<file path="src/rtl/pc_pkg.sv">
// Shared types and default parameter values for the fetch PC generator.
package pc_pkg;

  localparam int unsigned XLEN_DEF       = 32;
  localparam int unsigned RESET_VEC_DEF  = 0;
  localparam int unsigned INC_DEF        = 4;
  localparam int unsigned ALIGN_BITS_DEF = 2;
  localparam int unsigned CNT_W_DEF      = 16;

  typedef enum logic [1:0] {
    PC_SEQ,
    PC_BR,
    PC_TRAP
  } pc_sel_e;

endpackage

</file>
<file path="src/rtl/pc_gen_if.sv">
// Redirect/stall controls in, fetch PC and decode-stage PC out.
interface pc_gen_if
  import pc_pkg::*;
#(
  parameter int unsigned XLEN  = XLEN_DEF,
  parameter int unsigned CNT_W = CNT_W_DEF
);

  logic              STALL;
  logic              FLUSH;
  logic              TRAP_EN;
  logic [XLEN-1:0]   TRAP_VEC;
  logic              BR_EN;
  logic [XLEN-1:0]   BR_TGT;
  logic [XLEN-1:0]   PC_OUT;
  logic [XLEN-1:0]   PC_NEXT_SEQ;
  logic [XLEN-1:0]   IFID_PC;
  logic              IFID_VALID;
  logic              MISALIGN;
  logic [CNT_W-1:0]  REDIR_CNT;

  modport master (
    output STALL, FLUSH, TRAP_EN, TRAP_VEC, BR_EN, BR_TGT,
    input  PC_OUT, PC_NEXT_SEQ, IFID_PC, IFID_VALID, MISALIGN, REDIR_CNT
  );

  modport slave (
    input  STALL, FLUSH, TRAP_EN, TRAP_VEC, BR_EN, BR_TGT,
    output PC_OUT, PC_NEXT_SEQ, IFID_PC, IFID_VALID, MISALIGN, REDIR_CNT
  );

endinterface

</file>
<file path="src/rtl/pc_ifid_reg.sv">
// IF/ID pipeline register: kill beats hold, hold beats load.
module pc_ifid_reg #(
  parameter int unsigned XLEN = 32
) (
  input  logic            CLK,
  input  logic            RST_N,
  input  logic            HOLD,
  input  logic            KILL,
  input  logic [XLEN-1:0] D_PC,
  output logic [XLEN-1:0] Q_PC,
  output logic            Q_VALID
);

  logic [XLEN-1:0] pc_d, pc_q;
  logic            valid_d, valid_q;

  // A killed slot keeps its old PC; only the valid bit drops.
  always_comb begin
    pc_d    = pc_q;
    valid_d = valid_q;
    if (KILL) begin
      valid_d = 1'b0;
    end else if (!HOLD) begin
      pc_d    = D_PC;
      valid_d = 1'b1;
    end
  end

  always_ff @(posedge CLK or negedge RST_N) begin
    if (!RST_N) begin
      pc_q    <= '0;
      valid_q <= 1'b0;
    end else begin
      pc_q    <= pc_d;
      valid_q <= valid_d;
    end
  end

  assign Q_PC    = pc_q;
  assign Q_VALID = valid_q;

endmodule

</file>
<file path="src/rtl/pc_gen.sv">
// Fetch PC generator: trap > branch > sequential select, IF/ID register,
// alignment check and saturating redirect counter.
module pc_gen
  import pc_pkg::*;
#(
  parameter int unsigned     XLEN       = XLEN_DEF,
  parameter logic [XLEN-1:0] RESET_VEC  = XLEN'(RESET_VEC_DEF),
  parameter int unsigned     INC        = INC_DEF,
  parameter int unsigned     ALIGN_BITS = ALIGN_BITS_DEF,
  parameter int unsigned     CNT_W      = CNT_W_DEF
) (
  input logic     CLK,
  input logic     RST_N,
  pc_gen_if.slave bus
);

  localparam logic [XLEN-1:0]  ALIGN_MASK = XLEN'((64'(1) << ALIGN_BITS) - 64'(1));
  localparam logic [XLEN-1:0]  INC_V      = XLEN'(INC);
  localparam logic [CNT_W-1:0] CNT_MAX    = '1;

  pc_sel_e          sel_c;
  logic [XLEN-1:0]  tgt_c;
  logic             redir_c;
  logic [XLEN-1:0]  pc_d, pc_q;
  logic             mis_d, mis_q;
  logic [CNT_W-1:0] cnt_d, cnt_q;

  // Next-PC select; redirects override STALL, only the winning target is checked.
  always_comb begin
    sel_c   = PC_SEQ;
    tgt_c   = pc_q;
    redir_c = 1'b0;
    pc_d    = pc_q;
    mis_d   = 1'b0;
    cnt_d   = cnt_q;

    if (bus.TRAP_EN)    sel_c = PC_TRAP;
    else if (bus.BR_EN) sel_c = PC_BR;

    case (sel_c)
      PC_TRAP: tgt_c = bus.TRAP_VEC;
      PC_BR:   tgt_c = bus.BR_TGT;
      default: tgt_c = pc_q;
    endcase

    redir_c = (sel_c != PC_SEQ);

    if (redir_c) begin
      pc_d  = tgt_c & ~ALIGN_MASK;
      mis_d = |(tgt_c & ALIGN_MASK);
      if (cnt_q != CNT_MAX) cnt_d = cnt_q + CNT_W'(1);
    end else if (!bus.STALL) begin
      pc_d = pc_q + INC_V;
    end
  end

  always_ff @(posedge CLK or negedge RST_N) begin
    if (!RST_N) begin
      pc_q  <= RESET_VEC;
      mis_q <= 1'b0;
      cnt_q <= '0;
    end else begin
      pc_q  <= pc_d;
      mis_q <= mis_d;
      cnt_q <= cnt_d;
    end
  end

  pc_ifid_reg #(.XLEN(XLEN)) u_ifid (
    .CLK     (CLK),
    .RST_N   (RST_N),
    .HOLD    (bus.STALL),
    .KILL    (redir_c | bus.FLUSH),
    .D_PC    (pc_q),
    .Q_PC    (bus.IFID_PC),
    .Q_VALID (bus.IFID_VALID)
  );

  assign bus.PC_OUT      = pc_q;
  assign bus.PC_NEXT_SEQ = pc_q + INC_V;
  assign bus.MISALIGN    = mis_q;
  assign bus.REDIR_CNT   = cnt_q;

endmodule

</file>
<file path="src/flat_wrapper.sv">
// flat-port wrapper written by rule: the top's interface ports become plain ports
module pc_gen_flat import pc_pkg::*;
#(
  parameter int unsigned     XLEN       = XLEN_DEF,
  parameter logic [XLEN-1:0] RESET_VEC  = XLEN'(RESET_VEC_DEF),
  parameter int unsigned     INC        = INC_DEF,
  parameter int unsigned     ALIGN_BITS = ALIGN_BITS_DEF,
  parameter int unsigned     CNT_W      = CNT_W_DEF
)
  (CLK, RST_N, bus_STALL, bus_FLUSH, bus_TRAP_EN, bus_TRAP_VEC, bus_BR_EN, bus_BR_TGT, bus_PC_OUT, bus_PC_NEXT_SEQ, bus_IFID_PC, bus_IFID_VALID, bus_MISALIGN, bus_REDIR_CNT);
  pc_gen_if #(.XLEN(XLEN), .CNT_W(CNT_W)) bus_i ();
  input logic CLK;
  input logic RST_N;
  input wire logic [$bits(bus_i.STALL)-1:0] bus_STALL;
  input wire logic [$bits(bus_i.FLUSH)-1:0] bus_FLUSH;
  input wire logic [$bits(bus_i.TRAP_EN)-1:0] bus_TRAP_EN;
  input wire logic [$bits(bus_i.TRAP_VEC)-1:0] bus_TRAP_VEC;
  input wire logic [$bits(bus_i.BR_EN)-1:0] bus_BR_EN;
  input wire logic [$bits(bus_i.BR_TGT)-1:0] bus_BR_TGT;
  output wire logic [$bits(bus_i.PC_OUT)-1:0] bus_PC_OUT;
  output wire logic [$bits(bus_i.PC_NEXT_SEQ)-1:0] bus_PC_NEXT_SEQ;
  output wire logic [$bits(bus_i.IFID_PC)-1:0] bus_IFID_PC;
  output wire logic [$bits(bus_i.IFID_VALID)-1:0] bus_IFID_VALID;
  output wire logic [$bits(bus_i.MISALIGN)-1:0] bus_MISALIGN;
  output wire logic [$bits(bus_i.REDIR_CNT)-1:0] bus_REDIR_CNT;
  assign bus_i.STALL = bus_STALL;
  assign bus_i.FLUSH = bus_FLUSH;
  assign bus_i.TRAP_EN = bus_TRAP_EN;
  assign bus_i.TRAP_VEC = bus_TRAP_VEC;
  assign bus_i.BR_EN = bus_BR_EN;
  assign bus_i.BR_TGT = bus_BR_TGT;
  assign bus_PC_OUT = bus_i.PC_OUT;
  assign bus_PC_NEXT_SEQ = bus_i.PC_NEXT_SEQ;
  assign bus_IFID_PC = bus_i.IFID_PC;
  assign bus_IFID_VALID = bus_i.IFID_VALID;
  assign bus_MISALIGN = bus_i.MISALIGN;
  assign bus_REDIR_CNT = bus_i.REDIR_CNT;
  pc_gen #(.XLEN(XLEN), .RESET_VEC(RESET_VEC), .INC(INC), .ALIGN_BITS(ALIGN_BITS), .CNT_W(CNT_W)) u_core (.CLK(CLK), .RST_N(RST_N), .bus(bus_i));
endmodule
</file>
<file path="config.mk">
export PLATFORM = sky130hd
export DESIGN_NAME = pc_gen_flat
export DESIGN_NICKNAME = d
export VERILOG_FILES = /design/src/rtl/pc_pkg.sv /design/src/rtl/pc_gen_if.sv /design/src/rtl/pc_ifid_reg.sv /design/src/rtl/pc_gen.sv /design/src/flat_wrapper.sv
export SDC_FILE = /design/constraint.sdc
export NUM_CORES = 1
export LEC_CHECK = 0
export ABC_AREA = 1
export CAP_MARGIN = 20
export CORE_MARGIN = 2
export CORE_UTILIZATION = 44
export CTS_CLUSTER_SIZE = 12
export DETAILED_ROUTE_END_ITERATION = 10
export PLACE_DENSITY = 0.77
export SYNTH_ARGS = -nofsm -noshare
export SYNTH_HDL_FRONTEND = slang
export SYNTH_SLANG_ARGS = --single-unit
</file>
<file path="constraint.sdc">
create_clock -name CLK -period 1.8 [get_ports CLK]
set_input_delay 0.18 -clock CLK [delete_from_list [all_inputs] [get_ports CLK]]
set_output_delay 0.18 -clock CLK [all_outputs]
set_load 0.05 [all_outputs]
</file>
* Yosys cells after proc, flatten, opt, wreduce, memory -nomap -nowiden
Index checks and enable logic that the tools add are counted.
Word-level totals: bits of input ports 70, logic and storage cells 30, register bits after elaboration 82, output and inout port bits 114
Operators by class: reductions and logical operators 5, bitwise logic cells 3, add/subtract/negate cells 2, muxes and demuxes 8, eq/ne operators 6
Operator list (count):
- $mux 32 | 2
- $pmux 32 s2 | 1
- $add 32x3->32 const B | 1
- $add 16x1->16 const B | 1
- $ne 16x16->1 const B | 1
- $reduce_and 2->1 | 3
- $mux 1 | 4
- $ne 2x1->1 const B | 2
- $ne 3x3->1 const B | 1
- $eq 2x1->1 const B | 1
- $eq 2x2->1 const B | 1
- $mux 2 | 1
- $not 1->1 | 2
- $reduce_bool 2->1 | 1
- $reduce_or 2->1 | 1
- $or 1x1->1 | 1

* Depth between registers and ports, before layout
depth after elaboration 6, depth in mapped cells 10, mapped depth without buffers 10

* By module
Synthesis repeated with hierarchy kept, for this count alone.
Second synthesis, totals: cells, all modules 624, area, all modules 4823.4 um2
By module, submodules not included:
- pc_gen | area an instance 3427.0 um2, times used 1, cells each 483, sequential area each 1176.1 um2
- pc_ifid_reg | area an instance 1396.3 um2, times used 1, cells each 141, sequential area each 825.8 um2

* Worst setup path before layout
Ideal clock, no wire load.
kind reg2reg, start reg u_core.pc_q[3] (netlist: u_core.bus.PC_OUT[3]), end reg u_core.pc_q[12] (netlist: u_core.bus.PC_OUT[12]), arrival time 2420 ps, slack -698 ps, buffers on the path 0, setup time 78 ps, clock period less this slack 2498 ps, required time 1722 ps, cell stages (with the launch flop) 9, path through dfrtp_1 > ha_1 > nand2_1 > nor2_2 > nand2_4 > nor2_4 > xor2_1 > nand2_1 > a21oi_1
Between the ends: cells in the longest elaborated chain, start to end 3
Ends and longest elaborated chain:
- start: declaration | RTL line pc_gen.sv:24 | logic [XLEN-1:0] pc_d, pc_q;
- start signal: assignment | RTL line pc_gen.sv:63 | pc_q <= pc_d;
- $add 32x3->32
- net bus_PC_NEXT_SEQ[12] | RTL line flat_wrapper.sv:21 | output wire logic [$bits(bus_i.PC_NEXT_SEQ)-1:0] bus_PC_NEXT_SEQ;
- $mux 32 | RTL line pc_gen.sv:52 | end else if (!bus.STALL) begin
- $mux 32 | RTL line pc_gen.sv:48 | if (redir_c) begin
The timed path passes the listed nets, and every way through them passes these cells. The select of a mux whose other input is x is not followed. A chain may end at the register's enable or synchronous reset.

* Final worst setup path
start reg u_core.pc_q[3] (netlist: u_core.bus.PC_OUT[3]), end out bus_PC_NEXT_SEQ[18]
Between the ends: cells in the longest elaborated chain, start to end 1
Ends and longest elaborated chain:
- $add 32x3->32 | RTL line pc_gen.sv:80 | assign bus.PC_NEXT_SEQ = pc_q + INC_V;
- end: declaration | RTL line flat_wrapper.sv:21
No other way between the ends.

==> run summary <==
The critical path runs through a total of 8 cells. The number of cells traversed by the worst register-to-register path is 11, and the via count of the first global-routing pass is 5,116. For the maximum number of pins on one net before global-route repair, the log shows 35. For the total die area, the log shows 11,200 sq um. The cell area power density was 1030 nW/um^2; the count of filler cells inserted in the layout was 696. The worst setup path is launched from a register.

The tools report the smallest setup slack after layout as -270 ps. The detailed-route wire length came out at 16,800 um. Counting both buffers and inverters, the worst setup path holds a total of 2. The path type of the worst min-delay path is input port to asynchronous set/reset pin. In this run the worst path has a maximum fanout of 5. Derived from the worst setup path, the maximum achievable clock frequency is 483 MHz. For this run, the post-layout net count is 892.

Critical path class: register to output port. The tools report the buffer depth of the longest clock path as 2. At the pin with the least slew margin, the transition time is 569 ps. In this run, synthesis inferred 0 flip-flops with an integrated enable.

The layout-stage area growth over the synthesis result was 73.6%; the proportion of synthesized flip-flops having asynchronous set or reset was 100%. The mean instance size in the synthesized netlist came out at 7.79 sq um. The count of port buffers added during placement was 177; the total clock sinks was 78. The setup check on the worst reg-to-reg path leaves a slack of 0 ps.

The tightest hold path in the finished design has a slack of 257 ps. Share of the yosys chip area belonging to registers: 43.0%. After detailed routing, the average wire length per cell comes to 17.5 um. The pre-antenna-repair detailed-routing pass consisted of 5 iterations. Counting flops and latches in the post-synthesis netlist gives 78. IR analysis of the VDD net gives a maximum drop of 0.947 mV.

For this run, design rule violations remaining after detail routing come to 0. Of the cells placed in the final design, the portion with a size suffix greater than 1 is 31.6%. The die width is 106 um.

The minimum clock period works out to 2070 ps. The run gives 301 as the first-iteration detailed-routing DRC count. The remaining antenna violation count was 0; the leakage power summed over all cells was 3.56 nW. Setup violations remaining at the end of the flow were counted as 28. The tools report the number of max-cap violations as 0. The core outline area is 10,200 sq um.

The H-tree depth reported by CTS was 3. Including well taps, the total number of placed cells is 908. The tools report the count of endpoints failing hold in the final timing report as 0. The maximum cell stage delay along the critical path is 410 ps. The per-cell via count in the routed design came out at 5.31. The checks that failed: negative setup slack. The total vias in the final route came out at 5,106. Buffer type at the clock tree root: clkbuf_8. The slowest stage of the critical path is the dfrtp_2 cell. The final HPWL from detailed placement was 12,000 um; the design internal power was 0.00434 W. TritonCTS built the clock tree. Most instantiated flip-flop cell in the synthesis netlist: dfrtp_1.

Summed over all nets, the switching power comes to 0.00377 W. Traced cell by cell, the critical path runs through ha_4, nand2_4, nor2_4, nand2_4, nor2_4, buf_12, xor2_4, buf_12. Tightest slew margin relative to the limit: 61.9%. The floorplan has 37 rows. The run gives 0 as the count of final max-slew check failures. Setup repair after global routing could not meet its margin everywhere. Data on the critical path is required at its endpoint by 1620 ps. The last weighted congestion value of the routability-driven placer is 0.858, and the die height is 106 um. At the worst endpoint, the arrival time is 1890 ps. The run gives 53.6% as the combinational cell fraction of total power. Synthesis produced a netlist whose cell count is 583.

The tools report the largest clock skew in the final design as 14.6 ps. Sequential cells burn 30.7% of the power. The fraction of the cycle the final worst path needs was 115%. The run finished, with violations left. The worst setup path is captured at an output port. The number of warnings issued by yosys is 0, and the number of antenna cells inserted is 0. The number of distinct standard cells referenced by the synthesized netlist was 34. The first global-routing pass estimated 25,500 um of wire. For this run the aggregate overflow at the end of global routing stands at 0. The tools report the combined global-route utilization of all metal layers as 29.2%. The switching power as a share of total power was 46.5%.

The total CTS buffers was 9. After clock tree synthesis, the clock-pin slew on the worst setup and hold paths is 90 ps. Once the floorplan was initialized, standard cells occupied 44.6% of the core. The tools report the number of antenna violations at the first check in global routing as 0. Cells fill 77.4% of the core in the end. The clock reaches the later pin of the worst-skew pair after 370 ps. The tools report the number of top-level pins as 184. Broken down by cell family, the worst path's largest delay share belongs to simple AND/OR/NAND/NOR gates. For the number of standard cells in the layout, taps in and fillers out, the log shows 961. The clock network is responsible for 15.7% of the overall power. Summing every instance area after synthesis gives 4540 sq um.
-- worst paths after layout --
check                                       start                      to
setup / recovery             u_core.bus.PC_OUT[3]     bus_PC_NEXT_SEQ[18]
hold / removal                              RST_N   u_core.u_ifid.Q_PC[8]
setup reg to reg             u_core.bus.PC_OUT[3]   u_core.bus.PC_OUT[10]
hold reg to reg            u_core.u_ifid.Q_PC[21]  u_core.u_ifid.Q_PC[21]
max in group asynchronous                   RST_N   u_core.bus.PC_OUT[17]
min in group CLK                    bus_BR_TGT[7]    u_core.bus.PC_OUT[7]
-- kinds of logic (layout without fill, tap and decap cells) --
logic type	Yosys count	in the layout	share of synthesized area, %
mux	8	8	1.98
simple gates	296	296	29.0
compound gates	92	92	12.4
flops	78	78	43.0
other cells	1	6	0.0826
xor+xnor	25	25	5.48
fa+ha+maj	2	2	0.551
buf+inv	81	318	7.60
-- power groups by stage --
stage                     Combinational [W]  Sequential [W]  Clock [W]
final                               0.00435         0.00249    0.00127
after global routing                0.00455         0.00253    0.00136
after CTS                           0.00421         0.00249    0.00127
after detailed placement            0.00414         0.00252          0
after global placement              0.00409         0.00251          0
after floorplan                     0.00121         0.00378          0
-- layout by cell type, fill, tap and decap left out, drive strengths merged --
| cell type | Yosys | final |
|---|---|---|
| o21ai | 33 | 33 |
| nor2 | 80 | 80 |
| nand3 | 28 | 28 |
| nand4 | 1 | 1 |
| nand2 | 173 | 173 |
| a22oi | 2 | 2 |
| xnor2 | 3 | 3 |
| a21oi | 28 | 28 |
| a31oi | 5 | 5 |
| a221oi | 21 | 21 |
| conb | 1 | 6 |
| or2 | 1 | 1 |
| buf | 16 | 127 |
| nor3 | 6 | 6 |
| dlygate4sd3 | 0 | 1 |
| mux2 | 8 | 8 |
| dlymetal6s2s | 0 | 10 |
| clkbuf | 12 | 15 |
| inv | 52 | 52 |
| xor2 | 22 | 22 |
| and2 | 6 | 6 |
| clkdlybuf4s50 | 0 | 104 |
| a32oi | 3 | 3 |
| clkinv | 1 | 2 |
| dfrtp | 78 | 78 |
| dlygate4sd2 | 0 | 7 |
| nor4 | 1 | 1 |
| ha | 2 | 2 |
-- registers in the layout, indices dropped and copies added (netlist names) --
register               count
u_core.u_ifid.Q_VALID      1
u_core.u_ifid.Q_PC        30
u_core.bus.REDIR_CNT      16
u_core.bus.MISALIGN        1
u_core.bus.PC_OUT         30
-- synthesized netlist by cell type, types with 2 or more instances --
library cell / n / share of area (%)
a21oi_1: 28 / 3.1
a221oi_1: 21 / 4.0
a22oi_1: 2 / 0.33
a31oi_1: 5 / 0.69
a32oi_1: 3 / 0.58
and2_1: 6 / 0.83
buf_2: 9 / 0.99
buf_4: 6 / 0.99
clkbuf_1: 12 / 0.99
dfrtp_1: 78 / 43
ha_1: 2 / 0.55
inv_1: 48 / 4.0
inv_2: 4 / 0.33
mux2_1: 5 / 1.2
mux2_2: 3 / 0.74
nand2_1: 167 / 14
nand2_2: 4 / 0.55
nand2_4: 2 / 0.50
nand3_1: 28 / 3.1
nor2_1: 62 / 5.1
nor2_2: 6 / 0.83
nor2_4: 11 / 2.7
nor3_1: 6 / 0.66
o21ai_0: 33 / 3.6
xnor2_1: 3 / 0.58
xor2_1: 18 / 3.5
xor2_2: 4 / 1.4
-- repair_timing --
item / 4_1_cts / 5_1_grt
endpoints found under the setup margin: 27 / 41
hold buffers: 1 / 0
gates resized for setup: 39 / 43
setup buffers: 13 / 26
hold endpoints to repair: 24 / 0
pin swaps: 14 / 27
-- per-layer routing --
metal,share of wire [%],GRT usage [%],up-vias
met4,3.2,13.2,0
met1,40,38.0,2448
met3,7.9,5.50,44
met5,0,0,-
met2,49,47.2,261
li1,-,-,2353
-- stage by stage --
stage | cell area (sq um) | setup WS [ps] | TNS (ps) | power (W)
finish | 7880 | -270 | -4480 | 0.00811
global route | 7880 | -316 | -6030 | 0.00844
CTS | 7560 | -277 | -4110 | 0.00797
detailed placement | 7160 | 35.4 | 0 | 0.00665
global placement | 7160 | 105 | 0 | 0.00659
floorplan | 4850 | -95.5 | -347 | 0.00499
-- layout make-up --
type | instances | area, sq um | area share [%]
repair buffers | 249 | 2630 | 33.3
flip-flops and latches | 78 | 1980 | 25.1
well taps | 136 | 170 | 2.16
inverters | 53 | 199 | 2.52
clock inverters | 1 | 5.00 | 0.0635
clock buffers | 15 | 176 | 2.24
multi-input cells | 429 | 2730 | 34.6
No activity file was read; power rests on OpenSTA's default activity.
